File: src/rtl/pe_traffic_node.sv
// pe_traffic_node: synthesizable PE endpoint for one HNoC port.
// Injects NUM_PKTS single-flit packets and checks flits delivered to it.
//
// Parameters:
//   address  - this PE's 2-bit NoC address
//   NUM_PKTS - packets to inject before done (1..4095)
//   GAP      - idle cycles between an accept and the next valid (0..255)
//   SEED     - generator LFSR seed, XORed with address (0 -> 16'hACE1)
// Ports:
//   clk, rst          - clock, synchronous active-low reset
//   i_data/_valid     - flit from NoC, o_data_ready - node can accept
//   o_data/_valid     - flit to NoC,   i_data_ready - NoC accepts
//   o_sent_count      - packets accepted by the NoC (saturating)
//   o_recv_count      - flits received (saturating)
//   o_err_count       - checker errors (saturating)
//   o_done            - all NUM_PKTS accepted, sticky until reset
// Build option:
//   PE_BACKPRESSURE_EN - pseudo-random receive stalls (~25%) from an
//                        8-bit LFSR; without it o_data_ready is 1
//                        from the first cycle after reset release.

module pe_traffic_node #(
  parameter logic [1:0]  address  = 2'd0,
  parameter int          NUM_PKTS = 16,
  parameter int          GAP      = 2,
  parameter logic [15:0] SEED     = 16'hACE1
) (
  input  logic        clk,
  input  logic        rst,
  input  logic [31:0] i_data,
  input  logic        i_data_valid,
  output logic        o_data_ready,
  output logic [31:0] o_data,
  output logic        o_data_valid,
  input  logic        i_data_ready,
  output logic [15:0] o_sent_count,
  output logic [15:0] o_recv_count,
  output logic [15:0] o_err_count,
  output logic        o_done
);

  localparam logic [15:0] SEED_MIX =
    SEED ^ {14'd0, address};
  localparam logic [15:0] SEED_X =
    (SEED_MIX == 16'd0) ? 16'hACE1 : SEED_MIX;
  localparam logic [7:0]  GAP_W  = 8'(GAP);
  localparam logic [15:0] NUM_W  = 16'(NUM_PKTS);
  localparam logic [15:0] CNT_MAX = 16'hFFFF;

  typedef enum logic [1:0] {
    S_WAIT = 2'd0,
    S_SEND = 2'd1,
    S_DONE = 2'd2
  } st_t;

  // ---------------- send side ----------------
  st_t         st_q;
  st_t         st_d;
  logic [7:0]  gap_q;
  logic [7:0]  gap_d;
  logic [15:0] lfsr_q;
  logic [15:0] lfsr_nx;
  logic [11:0] seq_q;
  logic [15:0] sent_q;
  logic [1:0]  tx_dst;
  logic [31:0] tx_flit;
  logic        tx_acc;
  logic        tx_last;

  assign lfsr_nx = {lfsr_q[14:0],
                    lfsr_q[15] ^ lfsr_q[13] ^
                    lfsr_q[12] ^ lfsr_q[10]};

  // never address ourselves: bump to the next PE
  assign tx_dst = (lfsr_q[1:0] == address) ?
                  address + 2'd1 : lfsr_q[1:0];

  assign tx_flit = {tx_dst, address, seq_q, lfsr_q};
  assign tx_acc  = (st_q == S_SEND) & i_data_ready;
  assign tx_last = (sent_q + 16'd1) == NUM_W;

  always_ff @(posedge clk) begin
    if (!rst) begin
      st_q  <= S_WAIT;
      gap_q <= GAP_W;
    end else begin
      st_q  <= st_d;
      gap_q <= gap_d;
    end
  end

  // after reset WAIT runs GAP+1 cycles; after an accept
  // it is entered with GAP-1 so exactly GAP idle cycles pass
  always_comb begin
    st_d  = st_q;
    gap_d = gap_q;
    unique case (st_q)
      S_WAIT: begin
        if (gap_q == 8'd0) begin
          st_d = S_SEND;
        end else begin
          gap_d = gap_q - 8'd1;
        end
      end
      S_SEND: begin
        if (tx_acc) begin
          if (tx_last) begin
            st_d = S_DONE;
          end else if (GAP_W == 8'd0) begin
            st_d = S_SEND;
          end else begin
            st_d  = S_WAIT;
            gap_d = GAP_W - 8'd1;
          end
        end
      end
      S_DONE: begin
        st_d = S_DONE;
      end
      default: begin
        st_d  = S_WAIT;
        gap_d = GAP_W;
      end
    endcase
  end

  // flit fields only move on accept, so o_data holds while stalled
  always_comb begin
    o_data_valid = 1'b0;
    o_done       = 1'b0;
    o_data       = 32'd0;
    unique case (st_q)
      S_SEND: begin
        o_data_valid = 1'b1;
        o_data       = tx_flit;
      end
      S_DONE: begin
        o_done = 1'b1;
      end
      default: begin
        o_data_valid = 1'b0;
      end
    endcase
  end

  always_ff @(posedge clk) begin
    if (!rst) begin
      lfsr_q <= SEED_X;
      seq_q  <= 12'd0;
      sent_q <= 16'd0;
    end else if (tx_acc) begin
      lfsr_q <= lfsr_nx;
      seq_q  <= seq_q + 12'd1;
      if (sent_q != CNT_MAX) begin
        sent_q <= sent_q + 16'd1;
      end
    end
  end

  assign o_sent_count = sent_q;

  // ---------------- receive side ----------------
  logic        rdy_q;
  logic        rx_acc;
  logic [1:0]  rx_dst;
  logic [1:0]  rx_src;
  logic [11:0] rx_seq;
  logic        rx_bad;
  logic [11:0] exp_q [4];
  logic [15:0] recv_q;
  logic [15:0] err_q;

  always_ff @(posedge clk) begin
    if (!rst) begin
      rdy_q <= 1'b0;
    end else begin
      rdy_q <= 1'b1;
    end
  end

`ifdef PE_BACKPRESSURE_EN
  logic [7:0] rxl_q;

  always_ff @(posedge clk) begin
    if (!rst) begin
      rxl_q <= 8'h5A ^ {6'd0, address};
    end else begin
      rxl_q <= {rxl_q[6:0],
                rxl_q[7] ^ rxl_q[5] ^
                rxl_q[4] ^ rxl_q[3]};
    end
  end

  assign o_data_ready = rdy_q & ~(rxl_q[1] & rxl_q[0]);
`else
  assign o_data_ready = rdy_q;
`endif

  assign rx_acc = i_data_valid & o_data_ready;
  assign rx_dst = i_data[31:30];
  assign rx_src = i_data[29:28];
  assign rx_seq = i_data[27:16];

  // any combination of faults counts once per flit
  assign rx_bad = (rx_dst != address) |
                  (rx_src == address) |
                  (rx_seq != exp_q[rx_src]);

  always_ff @(posedge clk) begin
    if (!rst) begin
      recv_q <= 16'd0;
      err_q  <= 16'd0;
      for (int i = 0; i < 4; i++) begin
        exp_q[i] <= 12'd0;
      end
    end else if (rx_acc) begin
      if (recv_q != CNT_MAX) begin
        recv_q <= recv_q + 16'd1;
      end
      if (rx_bad && (err_q != CNT_MAX)) begin
        err_q <= err_q + 16'd1;
      end
      // resync to whatever arrived
      exp_q[rx_src] <= rx_seq + 12'd1;
    end
  end

  assign o_recv_count = recv_q;
  assign o_err_count  = err_q;

endmodule
File: config.mk
export PLATFORM = sky130hd
export DESIGN_NAME = pe_traffic_node
export DESIGN_NICKNAME = d
export VERILOG_FILES = /design/src/rtl/pe_traffic_node.sv
export SDC_FILE = /design/constraint.sdc
export NUM_CORES = 1
export LEC_CHECK = 0
export BUFFER_PORTS_ARGS = -buffer_cell sky130_fd_sc_hd__buf_2
export CORE_ASPECT_RATIO = 0.8
export CORE_MARGIN = 4
export CORE_UTILIZATION = 61
export DETAILED_ROUTE_END_ITERATION = 10
export PLACE_DENSITY = 0.88
export SLEW_MARGIN = 10
export SYNTH_ARGS = -nofsm -noshare
export SYNTH_HDL_FRONTEND = slang
export SYNTH_SLANG_ARGS = --single-unit
export TNS_END_PERCENT = 100
File: constraint.sdc
create_clock -name clk -period 4.5 [get_ports clk]
set_input_delay 1.125 -clock clk [delete_from_list [all_inputs] [get_ports clk]]
set_output_delay 1.125 -clock clk [all_outputs]
set_load 0.005 [all_outputs]
==> impl_metrics.tcl, run 1 <==
set metrics [dict create \
    final.period_utilization_pct 78.3 \
    power_density_nw_per_um2 430 \
    finalSetupTns_ns 0 \
    fp.dieH_um 103 \
    track_usage_pct 26.0 \
    cts_made_buffers 17 \
    synth_ff_type "dfxtp_1" \
    start_kind "flop" \
    slew_violations 0 \
    grt_max_degree 66 \
    period_needed_ns 3.52 \
    postSynth.asyncResetShare_pct 0 \
    r2r_end "seq_q[11]$_SDFFE_PN0P_" \
    finalHoldViolCount 0 \
    fmax_mhz 284 \
    portBuffers 100 \
    coreArea_um2 10900 \
    hold_path_startpoint "lfsr_q[14]$_SDFFE_PN0P_" \
    p_leak_nw 3.42 \
    cts.sinks 135 \
    fin_skew_ns 0.00940 \
    vias_per_cell 6.14 \
    endpoint "o_data[0]" \
    rrSetupSlack_ns 1.53 \
    cts_tree "built" \
    num_rows 34 \
    startpoint "st_q[0]$_SDFFE_PN0P_" \
    hold_buffers 0 \
    clk_pin_slew_ns 0.05 \
    stdcell_count 988 \
    overflow 0 \
    dp.cells 956 \
    syn_inst 754 \
    insertion_delay_ns 0.42 \
    area_growth_pct 16.8 \
    hold_class "flop to flop" \
    worst_pin_slew_ns 1.04 \
    synth-edff-count 48 \
    antenna_found_initial 0 \
    start_util_pct 62.9 \
    slew_headroom_pct 30.5 \
    worst_ep_required_time_ns 3.38 \
    syn_area_um2 6880 \
    dp_hpwl_mm 11.1 \
    met3_usage_pct 6.37 \
    p_total_mw 3.46 \
    layout_commonest_cell "buf_2" \
    dieArea_um2 13000 \
    drt_first_iter_violations 768 \
    ant_nets 0 \
    use_met2_pct 42.4 \
    dr.pass1.iters 8 \
    final_nets 873 \
    cap_violations 0 \
    status "finished, final reports clean" \
    yosysUniqueCellTypes 64 \
    fp.dieW_um 127 \
    post_cts_resized 0 \
    routed_wl_mm 16.8 \
    cp-end-kind "output pin" \
    worstPathMaxFanout 37 \
    synth.yosys.warnings 0 \
    vias 6070 \
    layout_common_cells "buf_2 (100), dfxtp_1 (87), nor2_1 (85)" \
    ys_seq_elements 135 \
    finalSetupViolCount 0 \
    post_cts_buffers 0 \
    rsz0062_at_grt "no" \
    cts.path.max_buffers 2 \
    r2r_cells 8 \
    globalplace.congestion 0.893 \
    yosysSeqAreaShare_pct 46.3 \
    busiest_layer "met2" \
    grt_pass1_vias 5732 \
    cts-root-buf "clkbuf_16" \
    met1_usage_pct 34.2 \
    synth.avg_cell_area_um2 9.12 \
    grt_pass1_wl_mm 27.4 \
    ir_worst_vdd_mv 0.303 \
    ioPinCount 119 \
    routedWlPerCell_um 17.0 \
    critPathKind "flop to output pin" \
    htreeDepth 4 \
    r2r-start "st_q[0]$_SDFFE_PN0P_" \
    drc_errors 0 \
    num_antenna_cells 0 \
    arrival_ns 2.40 \
    drive_above_1_share_pct 17.9 \
]
[registers in the layout (all words and copies together) (netlist names)]
signal and count:
o_sent_count 16, o_data_ready 1, exp_q 48, lfsr_q 16, o_err_count 16, st_q 2
o_recv_count 16, seq_q 12, gap_q 8
[cell usage after synthesis (6+ instances only)]
cell,instances,area share [%]
clkbuf_1,40,2.2
o21ai_0,15,1.1
and3_1,37,3.4
xor2_1,32,4.1
xnor2_1,32,4.1
nor2_1,85,4.6
edfxtp_1,48,21
a21oi_1,29,2.1
ha_1,6,1.1
nor3_1,23,1.7
nand2_1,82,4.5
nand4_1,27,2.5
inv_1,22,1.2
o21ai_1,6,0.44
dfxtp_1,87,25
and4_1,8,1.0
nand3_1,47,3.4
nor4_1,8,0.73
nand2b_1,9,0.82
or3_1,10,0.91
mux2i_1,21,3.1
[critical path: stages, from the launching register on]
cell and delay [ns]:
dfxtp_1 1.00, inv_1 0.45, nor3_1 0.36, buf_2 0.18
[how the worst min path moves through the flow]
stage                     slack, ns  cells past startpoint                 endpoint
after floorplan                0.43                      2   lfsr_q[1]$_SDFFE_PN0P_
after global placement         0.44                      2   lfsr_q[1]$_SDFFE_PN0P_
after detailed placement       0.45                      2   lfsr_q[1]$_SDFFE_PN0P_
after CTS                      0.47                      2   lfsr_q[3]$_SDFFE_PN0P_
after global routing           0.49                      2   lfsr_q[1]$_SDFFE_PN0P_
final                          0.47                      2  lfsr_q[14]$_SDFFE_PN0P_
[through the flow]
stage          worst slack, ns  cell area (µm²)  hold WS (ns)  utilization, %
2_1_floorplan             1.64             6880         0.432               -
3_3_place_gp              1.16             7400         0.439            67.6
3_5_place_dp              1.06             7400         0.455            67.6
4_1_cts                   1.03             8030         0.472            73.5
5_1_grt                  0.813             8030         0.490            73.5
6_report                 0.978             8030         0.471            73.5
[report_power, final]
group,total [mW],leakage [nW],switching [mW],internal (mW)
Combinational,0.527,1.90,0.322,0.205
Sequential,1.44,1.22,0.0943,1.34
Clock,1.49,0.301,0.512,0.981
Total,3.46,3.42,0.929,2.53
[cell families (layout without fill, tap and decap cells)]
logic type / after synthesis / after routing / share of synthesized area, %
buf+inv: 72 / 161 / 4.38
simple gates: 359 / 359 / 26.5
mux: 27 / 27 / 5.13
other cells: 1 / 2 / 0.0545
xor+xnor: 64 / 64 / 8.15
compound gates: 90 / 90 / 8.37
flops: 135 / 135 / 46.3
fa+ha+maj: 6 / 6 / 1.09
[layout make-up]
class	instances	area [µm²]
clock buffers	19	433
well taps	144	180
repair buffers	107	553
clock inverters	13	204
multi-input cells	548	3400
inverters	22	82.6
fillers	722	2900
flip-flops and latches	135	3180
[layer usage]
layer | up-vias | wire (µm)
li1 | 2845 | -
met1 | 2843 | 7060
met2 | 336 | 7920
met3 | 46 | 1470
met4 | 0 | 367
met5 | - | 0
No activity file was read; power rests on OpenSTA's default activity.
==> run 2, diff against run 1 <==
- CORE_UTILIZATION: 61 -> 51
- PLACE_DENSITY: 0.88 -> 0.79
- clock period: 4.5 -> 3.1 ns (I/O delays scaled with it)
==> run 2 against run 1 <==
Final area about the same. Core utilization decreased by 12 points. First-iteration DRC count decreased by 29%. Sequential share of layout area about the same. Routed wire length decreased by 5.9%. Global-route usage decreased by 4.9 points. Total power increased by 34%. Clock skew about the same. Sequential cell count unchanged. Clock-buffer cell count increased by 9. Non-clock buffer count increased by 8. Critical path depth increased by 6. Critical path type is now input pin to flop.
==> impl_metrics.tcl, run 2 (same netlist as run 1, synthesis figures left out) <==
set metrics [dict create \
    layout_common_cells "buf_2 (100), dfxtp_1 (87), nor2_1 (85)" \
    arrival_ns 2.91 \
    routedWlPerCell_um 15.4 \
    coreArea_um2 13000 \
    fp.dieW_um 138 \
    r2r_cells 8 \
    post_cts_resized 0 \
    fp.dieH_um 112 \
    ioPinCount 119 \
    post_cts_buffers 0 \
    final.period_utilization_pct 84.6 \
    globalplace.congestion 0.851 \
    num_rows 37 \
    drt_first_iter_violations 545 \
    worstPathMaxFanout 25 \
    critPathKind "input pin to flop" \
    p_leak_nw 3.42 \
    dieArea_um2 15400 \
    antenna_found_initial 0 \
    grt_pass1_vias 5383 \
    start_util_pct 52.9 \
    clk_pin_slew_ns 0.05 \
    ir_worst_vdd_mv 0.372 \
    htreeDepth 4 \
    portBuffers 100 \
    final_nets 881 \
    r2r_end "gap_q[1]$_SDFFE_PN1P_" \
    fmax_mhz 381 \
    finalHoldViolCount 0 \
    area_growth_pct 16.8 \
    vias 5775 \
    cts.path.max_buffers 2 \
    cap_violations 0 \
    routed_wl_mm 15.8 \
    insertion_delay_ns 0.42 \
    rsz0062_at_grt "no" \
    finalSetupViolCount 0 \
    hold_class "flop to flop" \
    layout_commonest_cell "buf_2" \
    dp_hpwl_mm 10.7 \
    whs_ns 0.457 \
    cp-end-kind "flop" \
    cts.sinks 135 \
    power_density_nw_per_um2 575 \
    vias_per_cell 5.62 \
    cts_tree "built" \
    top_register "exp_q" \
    slew_violations 0 \
    r2r-start "o_sent_count[0]$_SDFFE_PN0P_" \
    ant_nets 0 \
    stdcell_count 1027 \
    worst_ep_required_time_ns 3.39 \
    startpoint "i_data[29]" \
    endpoint "o_err_count[13]$_SDFFE_PN0P_" \
    worst_pin_slew_ns 0.776 \
    overflow 0 \
    dp.cells 995 \
    grt_max_degree 66 \
    finalSetupTns_ns 0 \
    grt_pass1_wl_mm 26.5 \
    start_kind "input pin" \
    fill_cells 1109 \
    fin_skew_ns 0.00898 \
    cts_made_buffers 17 \
    largest_reg_flops 48 \
    cts-root-buf "clkbuf_16" \
    hold_buffers 0 \
    rrSetupSlack_ns 0.63 \
    period_needed_ns 2.62 \
    num_antenna_cells 0 \
    dr.pass1.iters 5 \
    track_usage_pct 21.2 \
    drc_errors 0 \
    status "finished, final reports clean" \
    drive_above_1_share_pct 18.2 \
    slew_headroom_pct 47.9 \
]
-- run 2: cell count changes in the layout (fill, tap and decap cells not counted), moves of 3 or more --
cell,change
clkinvlp_4,-3
buf_4,+7
bufinv_16,-5
clkbuf_1,+5
clkbuf_8,+4
-- run 2: metrics by stage --
stage                     power [mW]  cell area (µm²)  setup slack, ns  util (%)
final                           4.62             8030            0.478      61.8
after global routing            4.84             8030            0.348      61.8
after CTS                       4.66             8030            0.471      61.8
after detailed placement        2.85             7510           0.0261      57.7
after global placement          2.84             7510            0.117      57.7
after floorplan                 2.64             6880            0.589         -
-- run 2: power breakdown --
group | internal [mW] | total [mW] | switching, mW
sequential | 1.95 | 2.05 | 0.0996
clock | 1.10 | 1.79 | 0.685
combinational | 0.305 | 0.782 | 0.477
-- run 2: final cells by class --
| type | instances | area [µm²] | share of cell area [%] |
|---|---|---|---|
| clock buffer | 28 | 507 | 6.31 |
| clock inverter | 4 | 20.0 | 0.249 |
| inverter | 22 | 82.6 | 1.03 |
| multi-input combinational | 548 | 3400 | 42.3 |
| sequential | 135 | 3180 | 39.6 |
| tap | 175 | 219 | 2.73 |
| timing repair buffer | 115 | 626 | 7.79 |
-- run 2: routing by layer --
metal	vias up	wire length, µm	track usage (%)
met2	183	7250	31.8
li1	2865	-	-
met1	2716	7410	30.3
met3	11	1070	6.19
met4	0	111	4.87
met5	-	0	0
-- run 2: how the worst min path moves through the flow --
stage	cells past startpoint	start	slack, ns	endpoint
3_3_place_gp	2	lfsr_q[0]$_SDFFE_PN1P_	0.45	lfsr_q[1]$_SDFFE_PN0P_
3_5_place_dp	2	lfsr_q[0]$_SDFFE_PN1P_	0.45	lfsr_q[1]$_SDFFE_PN0P_
4_1_cts	2	lfsr_q[0]$_SDFFE_PN1P_	0.46	lfsr_q[1]$_SDFFE_PN0P_
6_report	2	lfsr_q[0]$_SDFFE_PN1P_	0.46	lfsr_q[1]$_SDFFE_PN0P_
5_1_grt	2	lfsr_q[0]$_SDFFE_PN1P_	0.49	lfsr_q[1]$_SDFFE_PN0P_
2_1_floorplan	2	lfsr_q[0]$_SDFFE_PN1P_	0.43	lfsr_q[1]$_SDFFE_PN0P_
-- run 2: worst max-delay path: stages --
cell and delay [ns]:
buf_2 0.40, mux2i_1 0.31, xor2_1 0.16, nand3_1 0.09, o32ai_1 0.40, nor4b_4 0.33
buf_12 0.20, nor4_1 0.09, mux2i_1 0.14
